==> config.mk <==
export PLATFORM = sky130hd
export DESIGN_NAME = shift_seq_ctrl
export DESIGN_NICKNAME = d
export VERILOG_FILES = /design/src/rtl/shift_seq_pkg.sv /design/src/rtl/shift_seq_ctrl.sv
export SDC_FILE = /design/constraint.sdc
export NUM_CORES = 1
export LEC_CHECK = 0
export ABC_CLOCK_PERIOD_IN_PS = 2100
export BUFFER_PORTS_ARGS = -buffer_cell sky130_fd_sc_hd__buf_4
export CAP_MARGIN = 30
export CORE_MARGIN = 5
export CORE_UTILIZATION = 47
export DETAILED_ROUTE_END_ITERATION = 16
export MAX_ROUTING_LAYER = met4
export PLACE_DENSITY = 0.68
export SLEW_MARGIN = 10
export SYNTH_ARGS = -nofsm -noshare
export SYNTH_HDL_FRONTEND = slang
export SYNTH_SLANG_ARGS = --single-unit
export TNS_END_PERCENT = 30
==> constraint.sdc <==
create_clock -name clk -period 2.1 [get_ports clk]
set_input_delay 0.21 -clock clk [delete_from_list [all_inputs] [get_ports clk]]
set_output_delay 0.21 -clock clk [all_outputs]
set_load 0.01 [all_outputs]
==> src/rtl/shift_seq_pkg.sv <==
// Shared types for the serial-chain shift sequencer.
// Holds the controller state encoding, which is used by the RTL and is visible to anything that probes it.
// No ports; types only.
package shift_seq_pkg;

   typedef enum logic [1:0] {
      IDLE  = 2'd0,
      SHIFT = 2'd1,
      DONE  = 2'd2
   } state_e;

endpackage

==> src/rtl/shift_seq_ctrl.sv <==
// Serializes one WIDTH-bit word into a fixed-latency serial chain and reassembles the returned bits.
// Ports: req_valid/req_ready/req_data accept a word; si/so/shift_en drive the chain; rsp_valid/rsp_ready/rsp_data
//        return the captured word; busy is high outside IDLE. clk rising edge, rst synchronous active-high.
module shift_seq_ctrl
   import shift_seq_pkg::*;
#(
   parameter int WIDTH     = 8,
   parameter int LAT       = 5,
   parameter bit MSB_FIRST = 1'b0
) (
   input  logic             clk,
   input  logic             rst,
   input  logic             req_valid,
   output logic             req_ready,
   input  logic [WIDTH-1:0] req_data,
   output logic             si,
   input  logic             so,
   output logic             shift_en,
   output logic             rsp_valid,
   input  logic             rsp_ready,
   output logic [WIDTH-1:0] rsp_data,
   output logic             busy
);

   localparam int CW = $clog2(WIDTH + LAT + 1);
   localparam logic [CW-1:0] CNT_W    = CW'(WIDTH);
   localparam logic [CW-1:0] CNT_LAT  = CW'(LAT);
   localparam logic [CW-1:0] CNT_LAST = CW'(WIDTH + LAT - 1);

   // Word and capture registers are kept in shift order (bit 0 = first bit on
   // the wire), so the datapath is independent of MSB_FIRST; only the
   // load and unload paths reorder.
   function automatic logic [WIDTH-1:0] to_order(input logic [WIDTH-1:0] w);
      logic [WIDTH-1:0] r;
      for (int i = 0; i < WIDTH; i++) begin
         r[i] = MSB_FIRST ? w[WIDTH-1-i] : w[i];
      end
      return r;
   endfunction

   state_e           state_q, state_d;
   logic [CW-1:0]    cnt_q, cnt_d;
   logic [WIDTH-1:0] word_q, word_d;
   logic [WIDTH-1:0] cap_q, cap_d;
   logic [WIDTH-1:0] rsp_data_q, rsp_data_d;
   logic [WIDTH-1:0] word_sh;
   logic [CW-1:0]    cap_idx;

   always_comb begin
      state_d    = state_q;
      cnt_d      = cnt_q;
      word_d     = word_q;
      cap_d      = cap_q;
      rsp_data_d = rsp_data_q;
      req_ready  = 1'b0;
      shift_en   = 1'b0;
      si         = 1'b0;
      rsp_valid  = 1'b0;
      word_sh    = word_q >> cnt_q;
      // Bit returning from the chain this cycle was launched LAT cycles ago.
      cap_idx    = cnt_q - CNT_LAT;

      case (state_q)
         IDLE: begin
            req_ready = 1'b1;
            if (req_valid) begin
               word_d  = to_order(req_data);
               cnt_d   = '0;
               state_d = SHIFT;
            end
         end
         SHIFT: begin
            shift_en = 1'b1;
            // Past the last data bit the chain is flushed with zeros.
            if (cnt_q < CNT_W) begin
               si = word_sh[0];
            end
            cnt_d = cnt_q + 1'b1;
            if (cnt_q >= CNT_LAT) begin
               for (int i = 0; i < WIDTH; i++) begin
                  if (cap_idx == CW'(i)) begin
                     cap_d[i] = so;
                  end
               end
            end
            // The final bit lands in cap_d on the same edge that publishes the
            // response, so the response is taken from cap_d rather than cap_q.
            if (cnt_q == CNT_LAST) begin
               state_d    = DONE;
               rsp_data_d = to_order(cap_d);
            end
         end
         DONE: begin
            rsp_valid = 1'b1;
            if (rsp_ready) begin
               state_d = IDLE;
            end
         end
         default: begin
            state_d = IDLE;
         end
      endcase
   end

   always_ff @(posedge clk) begin
      if (rst) begin
         state_q    <= IDLE;
         cnt_q      <= '0;
         word_q     <= '0;
         cap_q      <= '0;
         rsp_data_q <= '0;
      end else begin
         state_q    <= state_d;
         cnt_q      <= cnt_d;
         word_q     <= word_d;
         cap_q      <= cap_d;
         rsp_data_q <= rsp_data_d;
      end
   end

   assign rsp_data = rsp_data_q;
   assign busy     = (state_q != IDLE);

endmodule

# Word level (Yosys, flattened, before mapping)
# Cells that the tools add are included.
[word_totals]
register_bits = 30
inputBits = 13
output_inout_bits = 13
word_cells = 51
[op_classes]
addsub = 2
magnitude_cmp = 2
n_eq_ne = 13
n_shift = 1
n_mux = 20
reduce_logical = 8
[ops]
columns = ["cell", "n"]
rows = [
  ["4-bit by 3-bit equality test with 1-bit output, second input constant", 4],
  ["1-bit 2-to-1 mux", 13],
  ["4-bit by 2-bit equality test with 1-bit output, second input constant", 2],
  ["8-bit 2-to-1 mux", 1],
  ["4-bit one-hot mux with 2 select lines", 1],
  ["8-bit by 4-bit right shift with 1-bit output", 1],
  ["2-bit 2-to-1 mux", 3],
  ["2-bit != test, second input constant", 3],
  ["2-bit one-hot mux with 3 select lines", 1],
  ["2-bit AND reduction", 3],
  ["4-bit by 1-bit adder with 4-bit output, second input constant", 1],
  ["4-bit by 1-bit equality test with 1-bit output, second input constant", 1],
  ["4-bit equality test, second input constant", 1],
  ["4-bit by 3-bit >= comparator with 1-bit output, second input constant", 1],
  ["4-bit zero test", 1],
  ["4-bit < comparator, second input constant", 1],
  ["4-bit 2-to-1 mux", 1],
  ["2-bit nonzero test", 2],
  ["4-bit by 3-bit subtractor with 4-bit output, second input constant", 1],
  ["3-bit AND reduction", 1],
  ["2-bit by 1-bit equality test with 1-bit output, second input constant", 1],
  ["2-bit equality test, second input constant", 1],
  ["2-bit zero test", 1],
]

# Logic depth before layout (Yosys ltp)
[logic_depth]
depth_word = 4
depth_mapped = 8
mapped_depth_nobuf = 6

# Least setup slack after synthesis
# OpenSTA, ideal clock, no wires.
[synth_path]
kind = "register to register"
from = "register cnt_q[1]"
to = "register cap_q[4]"
setup_ns = 0.072
t_arrival_ns = 1.762
required_time_ns = 2.028
path_slack_ns = 0.266
stages_incl_launch_ff = 7
path_buffers = 0
synth_period_minus_slack_ns = 1.834
cell_sequence = "dfxtp_1 -> inv_1 -> ha_1 -> and4bb_4 -> o21a_4 -> o211ai_1 -> mux2i_1"
[synth_between]
elab_chain_cells = 4
elab_cells_between_ends = 5
classes_between = "add/sub: 1; order compare: 1; eq/ne: 1; mux: 2"
[synth_rtl]
columns = ["item", "line", "source"]
rows = [
  ["start: declaration", "shift_seq_ctrl.sv:42", "logic [CW-1:0] cnt_q, cnt_d;"],
  ["start signal: assignment", "shift_seq_ctrl.sv:114", "cnt_q <= cnt_d;"],
  ["4-bit by 3-bit subtractor with 4-bit output", "shift_seq_ctrl.sv:61", "cap_idx = cnt_q - CNT_LAT;"],
  ["4-bit by 3-bit equality test with 1-bit output", "shift_seq_ctrl.sv:81", "if (cap_idx == CW'(i)) begin"],
  ["1-bit 2-to-1 mux", "shift_seq_ctrl.sv:81", ""],
  ["8-bit 2-to-1 mux *", "shift_seq_ctrl.sv:79", "if (cnt_q >= CNT_LAT) begin"],
  ["end signal: assignment", "shift_seq_ctrl.sv:116", "cap_q <= cap_d;"],
  ["end: declaration", "shift_seq_ctrl.sv:44", "logic [WIDTH-1:0] cap_q, cap_d;"],
]
# Mark *: on every way between the ends. The rest lies on a longest branch, timed or not.
# A chain may end at the register's enable or synchronous reset.

# Final worst setup path
[layout_path]
from = "register cnt_q[0]"
to = "output si"
[layout_between]
elab_chain_cells = 3
elab_cells_between_ends = 4
classes_between = "order compare: 1; shift: 1; mux: 2"
[layout_rtl]
columns = ["item", "line", "source"]
rows = [
  ["8-bit by 4-bit right shift with 1-bit output / 4-bit < comparator (equally long branches)", "shift_seq_ctrl.sv:59, shift_seq_ctrl.sv:75", ""],
  ["1-bit 2-to-1 mux *", "shift_seq_ctrl.sv:75", "if (cnt_q < CNT_W) begin"],
  ["1-bit 2-to-1 mux *", "shift_seq_ctrl.sv:63", "case (state_q)"],
  ["end: declaration", "shift_seq_ctrl.sv:16", "output logic si,"],
]
# Marked as above.

==> impl_metrics.tcl <==
set metrics [dict create \
    cp-end-kind "primary output" \
    swShare 0.2646 \
    grt_antenna_before_repair 0 \
    port_buffers 25 \
    num_vias 1386 \
    worst-r2r-cell-count 6 \
    final.setup_skew_ns 0.007697 \
    final_util 0.5599 \
    root_buffer "clkbuf_4" \
    synth_cells 185 \
    maxCapViolCount 0 \
    routed_wl_mm 3.599 \
    slowest_stage "mux4_2" \
    drt-initial-drc-count 69 \
    grt_max_degree 32 \
    rsz0062_at_grt "false" \
    wire_per_inst_um 14.28 \
    path_class "flip-flop to primary output" \
    place.gp.congestion 0.8823 \
    die_area_mm2 0.004802 \
    crit_end "si" \
    crit_top_cell "buf_4" \
    peakVddDrop_v 0.0003207 \
    final_cell_area_mm2 0.001883 \
    worstReg2RegStart "cnt_q[1]" \
    setup_slack_ns 0.1576 \
    start_kind "flip-flop" \
    p_int_uw 784.0 \
    fmax_ghz 0.5148 \
    fin_nets 227 \
    initial_core_util 0.4914 \
    n_fill_cell 322 \
    place_ws_ns 0.3514 \
    power.net_switching_uw 282.0 \
    via_per_inst 5.500 \
    seqPwrFrac 0.552 \
    htreeDepth 2 \
    slowest_delay_ns 0.51 \
    finalHoldViolCount 0 \
    syn-num-nets 205 \
    setup_viol 0 \
    power_frac_clock 0.325 \
    outcome "completed" \
    antenna_cells 0 \
    cts_tree "done" \
    comb_power_share 0.124 \
    die_x_um 69.30 \
    place_area_mm2 0.001831 \
    postRouteAntennaNets 0 \
    hp-class "input port to flip-flop" \
    clkSinkCount 30 \
    ys_types 34 \
    ioPinCount 26 \
    syn-mean-instance-area_um2 8.934 \
    grt_pass1_vias 1333 \
    worst_pin_slew_ns 0.4943 \
    syn_area_mm2 0.001653 \
    clk_path_buf_depth 2 \
    drc 0 \
    layout-drive-gt1-share 0.2233 \
    grt_pass1_wl_mm 6.423 \
    ys_warn_count 0 \
    crit_required_ns 1.89 \
    clk_latency_ns 0.33 \
    r2r_end "rsp_data[5]" \
    fin_crit_sh 0.9249 \
    core_area_mm2 0.003363 \
    critPathTopFamily "multiplexers" \
    die_y_um 69.30 \
    track_usage 0.1662 \
    grt-ovfl-total 0 \
    drtPass1Iterations 4 \
    arrival_ns 1.73 \
    ys_seq_area_frac 0.3634 \
    cp_max_fo 11 \
    final_common_cell "dfxtp_1" \
    fin_tns_setup_ns 0 \
    syn_to_final_growth_pct 13.93 \
    maxSlewViolCount 0 \
    post_cts_buffers 0 \
    cp.depth 5 \
    dpl.hpwl_mm 2.519 \
    p_leak_nw 0.7156 \
    crit_chain "buf_4 > mux4_2 > mux2i_1 > nor3_1 > buf_4" \
    hold_path_depth 3 \
    slew_headroom 0.6700 \
    crit_start "cnt_q[0]" \
    numCtsBuffers 5 \
    ys_ff_latch 30 \
    fin_crit_ns 1.942 \
    r2r_slack_ns 0.34 \
    mostFrequentLayoutCells "dfxtp_1, buf_4, nand2_1" \
    power_mw 1.066 \
    power_per_cell_area_mw_per_mm2 566.1 \
    critPathBufInv 2 \
    num_rows 21 \
    clkSlewWorstSetupHoldPaths_ns 0.09 \
]
worst reg2reg max path, cell delays in order, from the launching register on:
cell and delay [ns]:
dfxtp_1 0.32, inv_1 0.13, ha_1 0.35, and4bb_4 0.32, o21a_4 0.19, o211ai_1 0.10
a311oi_1 0.26
cells by family (layout without fill, tap and decap cells):
family | count (synthesis) | count (layout) | share of synthesized area
buffers and inverters | 18 | 39 | 0.06585
flip-flops | 30 | 30 | 0.3634
AND/OR/NAND/NOR | 73 | 73 | 0.2385
AO/OA/AOI/OAI | 44 | 44 | 0.1855
multiplexers | 13 | 13 | 0.09387
adder cells (fa/ha/maj) | 7 | 7 | 0.05299
synth_stat cells:
| cell | number | area [µm²] |
|---|---|---|
| a21oi_1 | 17 | 85.08 |
| a311oi_1 | 4 | 35.03 |
| and2_1 | 1 | 6.260 |
| and2_2 | 1 | 7.510 |
| and2_4 | 1 | 8.760 |
| and3_4 | 1 | 11.26 |
| and4bb_2 | 1 | 12.51 |
| and4bb_4 | 1 | 16.27 |
| buf_2 | 3 | 15.01 |
| buf_4 | 2 | 15.01 |
| buf_6 | 4 | 45.04 |
| clkbuf_1 | 4 | 15.01 |
| dfxtp_1 | 30 | 600.6 |
| ha_1 | 7 | 87.58 |
| inv_1 | 5 | 18.77 |
| mux2i_1 | 11 | 110.1 |
| mux4_2 | 2 | 45.04 |
| nand2_1 | 21 | 78.83 |
| nand2b_1 | 7 | 43.79 |
| nand3_1 | 19 | 95.09 |
| nand3b_1 | 1 | 7.510 |
| nor2_1 | 11 | 41.29 |
| nor2b_1 | 2 | 12.51 |
| nor3_1 | 2 | 10.01 |
| nor4b_4 | 1 | 23.77 |
| o2111ai_1 | 3 | 26.28 |
| o211a_1 | 1 | 10.01 |
| o211ai_1 | 15 | 112.6 |
| o21a_4 | 1 | 15.01 |
| o21ai_0 | 1 | 5.000 |
| o21ba_1 | 1 | 10.01 |
| o21bai_1 | 1 | 7.510 |
| or2_2 | 2 | 12.51 |
| or3_1 | 1 | 6.260 |
per-stage QoR:
step / hold slack (ns) / cells
2_1_floorplan: 0.3460 / 185
3_3_place_gp: 0.4405 / 246
3_5_place_dp: 0.4480 / 246
4_1_cts: 0.1100 / 252
5_1_grt: 0.1013 / 252
6_report: 0.1157 / 252
worst min path at each step:
stage / from / endpoint / slack [ns]
detailed placement: word_q[5] / word_q[5] / 0.45
global route: req_data[7] / word_q[7] / 0.10
global placement: word_q[5] / word_q[5] / 0.44
finish: req_data[1] / word_q[1] / 0.12
CTS: req_data[1] / word_q[1] / 0.11
floorplan: req_data[0] / word_q[0] / 0.35
per-layer routing:
layer / vias to the layer above / wire length [µm] / part of all wire / track usage
met5: - / 0 / 0 / -
met1: 644 / 1710 / 0.48 / 0.1972
met2: 28 / 1671 / 0.46 / 0.2669
met4: 0 / 46 / 0.013 / 0.05206
li1: 708 / - / - / -
met3: 6 / 170 / 0.047 / 0.05362
power groups by stage:
stage,clock (mW),sequential (mW),combinational (mW)
after floorplan,0,0.602,0.0936
after global placement,0,0.601,0.131
after detailed placement,0,0.601,0.132
after CTS,0.355,0.588,0.133
after global routing,0.381,0.590,0.147
final,0.346,0.588,0.132
flip-flops by register name, indices dropped and copies added, names as in the netlist:
name,flops
state_q,2
rsp_data,8
cnt_q,4
cap_q,8
word_q,8
cell type report:
class                      instances  area [µm²]  area share
multi-input combinational        137       943.4      0.5010
sequential                        30       601.8      0.3196
tap                               46       57.56     0.03056
inverter                           5       18.77    0.009967
timing repair buffer              28       210.2      0.1116
clock buffer                       6       51.30     0.02724
timing repair:
action / CTS / global route
hold buffers: 0 / 0
gates resized for setup: 0 / 1
setup endpoints to repair: 0 / 1
No activity file was read; power rests on OpenSTA's default activity.
